File: config.mk
export PLATFORM = sky130hd
export DESIGN_NAME = ascon_perm_serial
export DESIGN_NICKNAME = d
export VERILOG_FILES = /design/src/rtl/ascon_pkg.sv /design/src/rtl/ascon_sbox_slice.sv /design/src/rtl/ascon_perm_serial.sv
export SDC_FILE = /design/constraint.sdc
export NUM_CORES = 2
export LEC_CHECK = 0
export ABC_AREA = 1
export BUFFER_PORTS_ARGS = -buffer_cell sky130_fd_sc_hd__buf_2
export CAP_MARGIN = 20
export CORE_MARGIN = 10
export CORE_UTILIZATION = 63
export CTS_CLUSTER_SIZE = 28
export DETAILED_ROUTE_END_ITERATION = 8
export MAX_ROUTING_LAYER = met4
export PLACE_DENSITY = 0.89
export SLEW_MARGIN = 10
export SYNTH_ARGS = -nofsm -noshare
export SYNTH_HDL_FRONTEND = slang
export SYNTH_SLANG_ARGS = --single-unit
export TNS_END_PERCENT = 30
File: constraint.sdc
create_clock -name clk -period 6.6 [get_ports clk]
set_input_delay 1.32 -clock clk [delete_from_list [all_inputs] [get_ports clk]]
set_output_delay 1.32 -clock clk [all_outputs]
set_load 0.03 [all_outputs]
File: src/rtl/ascon_pkg.sv
// Shared Ascon definitions: lane geometry, lane indices, linear-layer
// rotation amounts, the permutation FSM state enum, the round-constant
// helper and the 5-bit S-box lookup.
package ascon_pkg;

   localparam int unsigned LANE_W  = 64;
   localparam int unsigned NLANE   = 5;
   localparam int unsigned STATE_W = LANE_W * NLANE;

   // Lane indices; x0 occupies the most significant 64 bits of the state.
   localparam int unsigned X0 = 0;
   localparam int unsigned X1 = 1;
   localparam int unsigned X2 = 2;
   localparam int unsigned X3 = 3;
   localparam int unsigned X4 = 4;

   // Linear layer: xi ^= (xi >>> ROT_A[i]) ^ (xi >>> ROT_B[i])
   localparam int unsigned ROT_A [NLANE] = '{19, 61, 1, 10, 7};
   localparam int unsigned ROT_B [NLANE] = '{28, 39, 6, 17, 41};

   // Round counter value of the final round
   localparam logic [3:0] RC_LAST = 4'd11;

   typedef enum logic [1:0] {
      ST_IDLE,
      ST_SUB,
      ST_LIN,
      ST_DONE
   } perm_state_e;

   // Round constant byte injected into x2[7:0]
   function automatic logic [7:0] round_const(input logic [3:0] rc);
      return {~rc, rc};
   endfunction

   // Right rotation of one lane
   function automatic logic [LANE_W-1:0] rotr(input logic [LANE_W-1:0] x,
                                              input int unsigned n);
      return (x >> n) | (x << (LANE_W - n));
   endfunction

   // Ascon 5-bit S-box; input/output bit 4 is lane x0, bit 0 is lane x4
   function automatic logic [4:0] sbox5(input logic [4:0] x);
      logic [4:0] y;
      case (x)
         5'h00: y = 5'h04;  5'h01: y = 5'h0b;  5'h02: y = 5'h1f;  5'h03: y = 5'h14;
         5'h04: y = 5'h1a;  5'h05: y = 5'h15;  5'h06: y = 5'h09;  5'h07: y = 5'h02;
         5'h08: y = 5'h1b;  5'h09: y = 5'h05;  5'h0a: y = 5'h08;  5'h0b: y = 5'h12;
         5'h0c: y = 5'h1d;  5'h0d: y = 5'h03;  5'h0e: y = 5'h06;  5'h0f: y = 5'h1c;
         5'h10: y = 5'h1e;  5'h11: y = 5'h13;  5'h12: y = 5'h07;  5'h13: y = 5'h0e;
         5'h14: y = 5'h00;  5'h15: y = 5'h0d;  5'h16: y = 5'h11;  5'h17: y = 5'h18;
         5'h18: y = 5'h10;  5'h19: y = 5'h0c;  5'h1a: y = 5'h01;  5'h1b: y = 5'h19;
         5'h1c: y = 5'h16;  5'h1d: y = 5'h0a;  5'h1e: y = 5'h0f;  default: y = 5'h17;
      endcase
      return y;
   endfunction

endpackage

File: src/rtl/ascon_sbox_slice.sv
// SLICE_W parallel combinational Ascon S-boxes.
// Ports:
//   x_i  in  NLANE x SLICE_W  lane slices, x_i[X0] is lane x0
//   y_o  out NLANE x SLICE_W  substituted lane slices
module ascon_sbox_slice
   import ascon_pkg::*;
#(
   parameter int unsigned SLICE_W = 16
) (
   input  logic [NLANE-1:0][SLICE_W-1:0] x_i,
   output logic [NLANE-1:0][SLICE_W-1:0] y_o
);

   // One S-box per column j: x0 bit is the S-box MSB
   always_comb begin
      y_o = '0;
      for (int j = 0; j < SLICE_W; j++) begin
         {y_o[X0][j], y_o[X1][j], y_o[X2][j], y_o[X3][j], y_o[X4][j]} =
            sbox5({x_i[X0][j], x_i[X1][j], x_i[X2][j], x_i[X3][j], x_i[X4][j]});
      end
   end

endmodule

File: src/rtl/ascon_perm_serial.sv
// Slice-serial Ascon permutation (p6/p8/p12) with start/busy/done handshake.
// One SLICE_W-column S-box slice per cycle, then one linear-layer cycle per round.
// Ports:
//   clk, rst        rising-edge clock, synchronous active-high reset
//   start           request, accepted only in IDLE
//   rounds_i [3:0]  6, 8 or 12 (anything else runs 12), sampled with start
//   state_i [319:0] input state, x0 = [319:256] ... x4 = [63:0]
//   busy            high while the permutation runs
//   done            one-cycle pulse, state_o holds the result
//   state_o [319:0] permuted state
// Build option: ASCON_PERM_ZEROIZE_EN exposes the state only in the done
// cycle and clears it on the following cycle.
module ascon_perm_serial
   import ascon_pkg::*;
#(
   parameter int unsigned SLICE_W = 16
) (
   input  logic               clk,
   input  logic               rst,
   input  logic               start,
   input  logic [3:0]         rounds_i,
   input  logic [STATE_W-1:0] state_i,
   output logic               busy,
   output logic               done,
   output logic [STATE_W-1:0] state_o
);

   localparam int unsigned NSLICE = LANE_W / SLICE_W;
   localparam int unsigned K_W    = (NSLICE > 1) ? $clog2(NSLICE) : 1;
   localparam int unsigned COL_W  = $clog2(LANE_W);
   localparam logic [K_W-1:0]    K_LAST     = K_W'(NSLICE - 1);
   localparam logic [LANE_W-1:0] SLICE_MASK = LANE_W'({SLICE_W{1'b1}});

   perm_state_e        state_q, state_d;
   logic [STATE_W-1:0] s_q, s_d;
   logic [3:0]         rc_q, rc_d;
   logic [K_W-1:0]     k_q, k_d;
   logic               busy_q, busy_d;
   logic               done_q, done_d;

   logic [LANE_W-1:0]             lane [NLANE];
   logic [NLANE-1:0][SLICE_W-1:0] sb_in, sb_out;
   logic [COL_W-1:0]              col_base;
   logic [STATE_W-1:0]            sub_s, lin_s;

   assign col_base = COL_W'(k_q * SLICE_W);

   // Extract the current column slice; round constant joins at slice 0
   always_comb begin
      for (int i = 0; i < NLANE; i++) begin
         lane[i]  = s_q[STATE_W-1-LANE_W*i -: LANE_W];
         sb_in[i] = SLICE_W'(lane[i] >> col_base);
      end
      if (k_q == '0) begin
         sb_in[X2] = sb_in[X2] ^ SLICE_W'(round_const(rc_q));
      end
   end

   ascon_sbox_slice #(.SLICE_W(SLICE_W)) u_sbox (
      .x_i (sb_in),
      .y_o (sb_out)
   );

   // Merge substituted slice back in place; full-state linear layer
   always_comb begin
      sub_s = s_q;
      lin_s = s_q;
      for (int i = 0; i < NLANE; i++) begin
         sub_s[STATE_W-1-LANE_W*i -: LANE_W] =
            (lane[i] & ~(SLICE_MASK << col_base)) | (LANE_W'(sb_out[i]) << col_base);
         lin_s[STATE_W-1-LANE_W*i -: LANE_W] =
            lane[i] ^ rotr(lane[i], ROT_A[i]) ^ rotr(lane[i], ROT_B[i]);
      end
   end

   // Next-state and registered-output decode
   always_comb begin
      state_d = state_q;
      s_d     = s_q;
      rc_d    = rc_q;
      k_d     = k_q;
      busy_d  = 1'b0;
      done_d  = 1'b0;
      case (state_q)
         ST_IDLE: begin
            if (start) begin
               s_d = state_i;
               case (rounds_i)
                  4'd6:    rc_d = 4'd6;
                  4'd8:    rc_d = 4'd4;
                  default: rc_d = 4'd0;
               endcase
               k_d     = '0;
               state_d = ST_SUB;
               busy_d  = 1'b1;
            end
         end
         ST_SUB: begin
            s_d    = sub_s;
            busy_d = 1'b1;
            if (k_q == K_LAST) begin
               state_d = ST_LIN;
            end else begin
               k_d = k_q + K_W'(1);
            end
         end
         ST_LIN: begin
            s_d = lin_s;
            if (rc_q == RC_LAST) begin
               state_d = ST_DONE;
               done_d  = 1'b1;
            end else begin
               rc_d    = rc_q + 4'd1;
               k_d     = '0;
               state_d = ST_SUB;
               busy_d  = 1'b1;
            end
         end
         ST_DONE: begin
            state_d = ST_IDLE;
`ifdef ASCON_PERM_ZEROIZE_EN
            s_d = '0;
`endif
         end
         default: state_d = ST_IDLE;
      endcase
   end

   // State register
   always_ff @(posedge clk) begin
      if (rst) begin
         state_q <= ST_IDLE;
         s_q     <= '0;
         rc_q    <= '0;
         k_q     <= '0;
         busy_q  <= 1'b0;
         done_q  <= 1'b0;
      end else begin
         state_q <= state_d;
         s_q     <= s_d;
         rc_q    <= rc_d;
         k_q     <= k_d;
         busy_q  <= busy_d;
         done_q  <= done_d;
      end
   end

   assign busy = busy_q;
   assign done = done_q;

`ifdef ASCON_PERM_ZEROIZE_EN
   assign state_o = done_q ? s_q : '0;
`else
   assign state_o = s_q;
`endif

endmodule

# After elaboration in Yosys (flattened, before gate mapping)
# Memories as Yosys holds them, arrays and structs flattened.
# Cells that the tools add are included.
word_totals:
  register_bits: 330
  rom_bits: 2560
  inputBits: 327
  memories: 16
op_classes:
  add_sub_neg: 2
  n_eq_ne: 11
  shift: 11
  n_mux: 19
  bitwise: 34
  n_reduce_logical: 9
memory_table:
  columns: ["memory", "words", "word_bits", "read_ports", "rd_clocked_by_memory_dff", "wr", "line_no", "source"]
  rows:
  - ["(name not given)", 32, 5, 1, 0, 0, "ascon_pkg.sv:45", "case (x)"]
  - ["(name not given)", 32, 5, 1, 0, 0, "ascon_pkg.sv:45", null]
  - ["(name not given)", 32, 5, 1, 0, 0, "ascon_pkg.sv:45", null]
  - ["(name not given)", 32, 5, 1, 0, 0, "ascon_pkg.sv:45", null]
  - ["(name not given)", 32, 5, 1, 0, 0, "ascon_pkg.sv:45", null]
  - ["(name not given)", 32, 5, 1, 0, 0, "ascon_pkg.sv:45", null]
  - ["10 more memories", null, null, null, null, null, null, null]
ops:
  columns: ["op", "count"]
  rows:
  - ["$pmux W320 S3", 1]
  - ["$xor A64 B64 Y64", 10]
  - ["$and A64 B64 Y64", 5]
  - ["$mux W320", 1]
  - ["$or A64 B64 Y64", 5]
  - ["$shl A16 B6 Y64", 5]
  - ["$shr A64 B6 Y16", 5]
  - ["$not A64 Y64", 1]
  - ["$or A23 B64 Y64", 1]
  - ["$or A25 B64 Y64", 1]
  - ["$or A3 B64 Y64", 1]
  - ["$or A36 B64 Y64", 1]
  - ["$or A45 B64 Y64", 1]
  - ["$or A47 B64 Y64", 1]
  - ["$or A54 B64 Y64", 1]
  - ["$or A57 B64 Y64", 1]
  - ["$or A58 B64 Y64", 1]
  - ["$or A63 B64 Y64", 1]
  - ["$shl A16 B6 Y64 const A", 1]
  - ["$mux W16", 1]
  - ["$xor A16 B8 Y16", 1]
  - ["$mux W2", 6]
  - ["$eq A4 B4 Y1 const B", 2]
  - ["$mux W4", 2]
  - ["other kinds (21)", 30]

# Depth between registers and ports, before layout
# An unclocked memory read counts as a cell.
logic_depth:
  depth_word: 7
  mapped_depth: 24
  mapped_depth_nobuf: 18

# Modules after synthesis
# Synthesis repeated with hierarchy kept, for this count alone.
hier_totals:
  hier_cells: 7041
  area_unflattened_um2: 35935.7
modules_own_cells:
  columns: ["mod", "n_inst", "cells_per_inst", "area_each_um2"]
  rows:
  - ["ascon_perm_serial", 1, 6479, 32707.6]
  - ["ascon_sbox_slice", 1, 562, 3228.1]

# Worst setup path after synthesis
# OpenSTA, ideal clock, no wires.
synth_timing:
  path_kind: "register to register"
  from: "reg k_q[0]"
  to: "reg s_q[116] (netlist: state_o[116])"
  arrival_time_ns: 2.940
  required_time_ns: 6.468
  path_slack_ns: 3.528
  path_stages_with_launch: 21
  n_path_buf: 6
  synth_period_minus_slack_ns: 3.072
  path_cell_list: "dfxtp_1 > inv_2 > buf_6 > buf_2 > buf_2 > buf_2 > buf_1 > ha_1 > inv_1 > buf_2 > nor2_1 > nand3_1 > nand2_1 > nand2_2 > nand2_2 > xor2_1 > inv_2 > nand3_1 > o21ai_0 > o21ai_1 > a21oi_1"
synth_between:
  elab_chain_len: 7
synth_rtl:
  columns: ["item", "line_no", "source"]
  rows:
  - ["from (decl)", "ascon_perm_serial.sv:37", "logic [K_W-1:0] k_q, k_d;"]
  - ["from (signal assigned)", "ascon_perm_serial.sv:142", "k_q <= k_d;"]
  - ["$shr A64 B6 Y16", "ascon_perm_serial.sv:52", "sb_in[i] = SLICE_W'(lane[i] >> col_base);"]
  - ["$xor A16 B8 Y16", "ascon_perm_serial.sv:55", "sb_in[X2] = sb_in[X2] ^ SLICE_W'(round_const(rc_q));"]
  - ["$mux W16", "ascon_perm_serial.sv:54", "if (k_q == '0) begin"]
  - ["$mem_v2 Z32 W5", null, null]
  - ["$shl A16 B6 Y64", "ascon_perm_serial.sv:70", "(lane[i] & ~(SLICE_MASK << col_base)) | (LANE_W'(sb_out[i]) << col_base);"]
  - ["$or A64 B64 Y64 (*)", "ascon_perm_serial.sv:70", null]
  - ["$pmux W320 S3 (*)", "ascon_perm_serial.sv:84", "case (state_q)"]
  - ["to (signal assigned)", "ascon_perm_serial.sv:133", "s_q <= '0;"]
  - ["to (signal assigned)", "ascon_perm_serial.sv:140", "s_q <= s_d;"]
  - ["to (decl)", "ascon_perm_serial.sv:35", "logic [STATE_W-1:0] s_q, s_d;"]
# Every way passes the cells marked *; elsewhere a longest branch is shown, timed or not.
# A chain may end at the register's enable or synchronous reset.

# Final worst setup path
layout_timing:
  from: "reg k_q[0]"
  to: "reg s_q[236] (netlist: state_o[236])"
# The elaborated chain is that of the path after synthesis.

==> metrics list <==
- The flow ran to the end, and the final reports show no timing, DRC or antenna violations.
* Number of synthesized flops with an enable pin: 0
- The number of gates resized after CTS was 0.
- Vias in the first global route: 39,462
- CP startpoint kind: flip-flop
* Final HPWL from detailed placement: roughly 120 mm
* Setup slack, reg-to-reg: 2.17 ns
* Fin Clk Skew: 0.01231 ns
- Yosys cell types: 48
- The initialized floorplan defines 86 standard-cell rows.
- The setup path with the least slack is of type reg2reg.
- The worst setup path is captured at a flip-flop.
- By instance count, the cell type seen most on the critical path is nand2_1.
- After clock tree synthesis, the flow added hold-fix buffers numbering 0.
* Clock Latency Late Sink: 0.59 ns
- The floorplan step defined a core boundary enclosing 55,090 um2.
- Hold Path Origin: state_o[46]$_SDFFE_PP0P_
- Worst path buffer plus inverter count: 2
- Initial antenna violation count: 8
- RePlAce Congestion: 1.100
* IO Port Bufs: 648
- Slowest CP cell: nor3_1
* Number of instances in the synthesized netlist: 6,086
- Share of synthesized registers carrying an async set or reset: 0
* Mean Syn Cell Area: 5.756 um2
- H-Tree Level Count: 2
- Crit path cell chain: inv_8, buf_4, nand2_1, nand3_1, nand2_1, ha_1, o21ai_0, o21ai_1, nand2_1, nand2_1, nor3_1, o21ai_1, a21oi_1
* Ranking of synthesized cells by area: dfxtp_1 19%, nand2_1 18%, nand3_1 7.6%, nor2_1 6.6%, xor2_1 6.6%
- Across every metal layer, demand over resource in global routing totals 0.4974.
* Clock slew seen by the registers of the worst setup and hold paths: 0.06 ns
- Dominant cell type by area after synthesis: dfxtp_1
* Total congestion overflow after global routing: 0
- The number of max-slew violations in the final report was 0.
* Pin count of the biggest net entering global routing: 227
- Measured against its own limit, the worst slew margin works out to 0.1761.
* Least-Margin Pin Slew: 1.226 ns
* Starting density of the core: 0.6359
- The routed design could run at a clock period as short as 4.427 ns.
- Dividing the final minimum period by the clock period gives 0.6707.
- Final nets: 6,549
- Setup repair after global routing left no endpoint under its margin.
- Peak Freq: 225.9 MHz
* Dominant synthesized flop cell: dfxtp_1
- Detailed Routing Iterations Pass 1: 8
* Number of top-level pins: 649
- The clock passes through at most 3 buffers.
* Crit path max-delay family: simple AND/OR/NAND/NOR gates
- Critical Path AT: 4.93 ns
* Area enclosed by the die boundary: 65,440 um2
* Remaining design rule violation count: 0
* Number of buffers created by CTS: 40
* Netlist Area Pre-Place: 35,030 um2
- Root buffer selected by CTS: clkbuf_16
- In this run the critical register-to-register path is launched from k_q[0]$_SDFFE_PP0P_.
* Post-CTS repair timing setup buffer count: 0
- Required time at the worst-slack endpoint: 7.11 ns
* Endpoint of the worst register-to-register path: state_o[236]$_SDFFE_PP0P_
* Fraction of layout cells with a size suffix above 1: 0.1490
- After synthesis, the most frequently instantiated cells are 1,702 x nand2_1, 620 x nor2_1, 530 x nand3_1, 525 x clkbuf_1, 422 x a21oi_1.
- Final-layout setup total negative slack: 0 ns
- The number of nets handed over by synthesis was 6,482.
* Fin. Hold Viols: 0
- Count of antenna-violating nets left after detailed routing: 0
* Number of cells on the worst hold path: 2
* Iteration-0 DRC Markers: 8,845
* Die Ht: 255.8 um
- Top cell type's share of synthesized area: 0.1886
- TritonCTS clock tree: built
* Worst setup slack after layout: 2.173 ns
* Kind of path behind the tightest hold check: reg2reg
- Dividing the detail-routed via count by the number of cells gives roughly 6.4.
* Final setup fails: 0
* Post-route cell area: approximately 38,000 um2
* Worst slack, placed: 2.762 ns
- Via count of the routed design: 44,612
- nand2_1 is the most common cell in the netlist.
- Min-Delay Endpoint: state_o[46]$_SDFFE_PP0P_
* Placed Area: 37,020 um2
- For this run, the slowest stage of the critical path takes 0.94 ns.
- Of all nets on the critical path, the largest fanout is about 130.
- Counting every sink on the clock net gives 330.
* Routed length per placed instance: 24.50 um
- The area growth from synthesis to layout is 9.400%.
- Number of storage elements in the synthesis netlist: 330
- Across the run, the number of max-cap violations was 0.
- Wire length reported by the detailed router: 170.0 mm
- Of the synthesized area, sequential elements account for 0.1886.
- Wire length of the first global-routing pass: approximately 250 mm
- Register-to-Register Path Depth: 13
- Die Wd: 255.8 um
* Yosys warning total: 0
## flip-flops by register name, indices dropped and copies added (netlist names)
name     count
busy         1
state_o    320
done         1
state_q      2
k_q          2
rc_q         4
## through the flow
stage,hold WS [ns],std cells,utilization
4_1_cts,0.5383,6929,0.6954
5_1_grt,0.5729,6935,0.6956
6_report,0.5425,6936,0.6957
3_5_place_dp,0.5293,6859,0.6720
2_1_floorplan,0.4648,6086,-
3_3_place_gp,0.5230,6859,0.6720
## routing by layer
| layer | up-vias | wire length [um] | GRT usage |
|---|---|---|---|
| met3 | 1115 | 27420 | 0.1603 |
| met4 | 0 | 16750 | 0.3665 |
| met5 | - | 0 | - |
| met1 | 19709 | 57200 | 0.5808 |
| met2 | 4180 | 68580 | 0.7066 |
| li1 | 19608 | - | - |
## how the worst max path moves through the flow
stage                              from                   endpoint  slack, ns  cells past startpoint
floorplan           k_q[0]$_SDFFE_PP0P_  state_o[116]$_SDFFE_PP0P_       3.53                     20
global placement    k_q[0]$_SDFFE_PP0P_  state_o[236]$_SDFFE_PP0P_       2.78                     13
detailed placement  k_q[0]$_SDFFE_PP0P_  state_o[236]$_SDFFE_PP0P_       2.76                     13
CTS                 k_q[0]$_SDFFE_PP0P_  state_o[236]$_SDFFE_PP0P_       2.76                     13
global route        k_q[0]$_SDFFE_PP0P_  state_o[236]$_SDFFE_PP0P_       2.16                     13
finish              k_q[0]$_SDFFE_PP0P_  state_o[236]$_SDFFE_PP0P_       2.17                     13
## cells by family (layout without fill, tap and decap cells)
group,count (synthesis),count (layout),synth area share
xor gates and xnor gates,527,527,0.1337
adders and majority gates,69,69,0.02464
buffers and inverters,1054,1149,0.1195
AOI/OAI and AO/OA,1117,1117,0.1834
other,0,7,0
and+or+nand+nor,2989,2989,0.3502
DFF,330,330,0.1886
## worst reg2reg max path, delay by kind of cell, from the launching register on
family	cells	cell delay, ns
and+or+nand+nor	6	1.69
DFF	1	0.49
buffers and inverters	2	1.16
AOI/OAI and AO/OA	4	0.63
adders and majority gates	1	0.38
## layout by cell type (no fill, tap or decap), types with 87 or more instances in the layout
cell type / instances
xnor2_1: 256
inv_1: 339
o21ai_0: 325
nor2_1: 619
nand2_1: 1701
a21oi_1: 421
nand3_1: 530
buf_2: 647
o211ai_1: 87
xor2_1: 262
dfxtp_1: 328
## final cells by class
type | count | area (um2)
Timing Repair Buffer | 698 | 3716
Clock buffer | 64 | 1204
Tap cell | 748 | 935.9
Antenna cell | 7 | 17.52
Clock inverter | 6 | 81.33
Multi-Input combinational cell | 4702 | 24300
Fill cell | 5183 | 16770
Sequential cell | 330 | 6614
Inverter | 381 | 1460
Power is left out: the tool's default activity adds up to more than one toggle a clock period on the data nets, which glitch-free logic cannot reach.
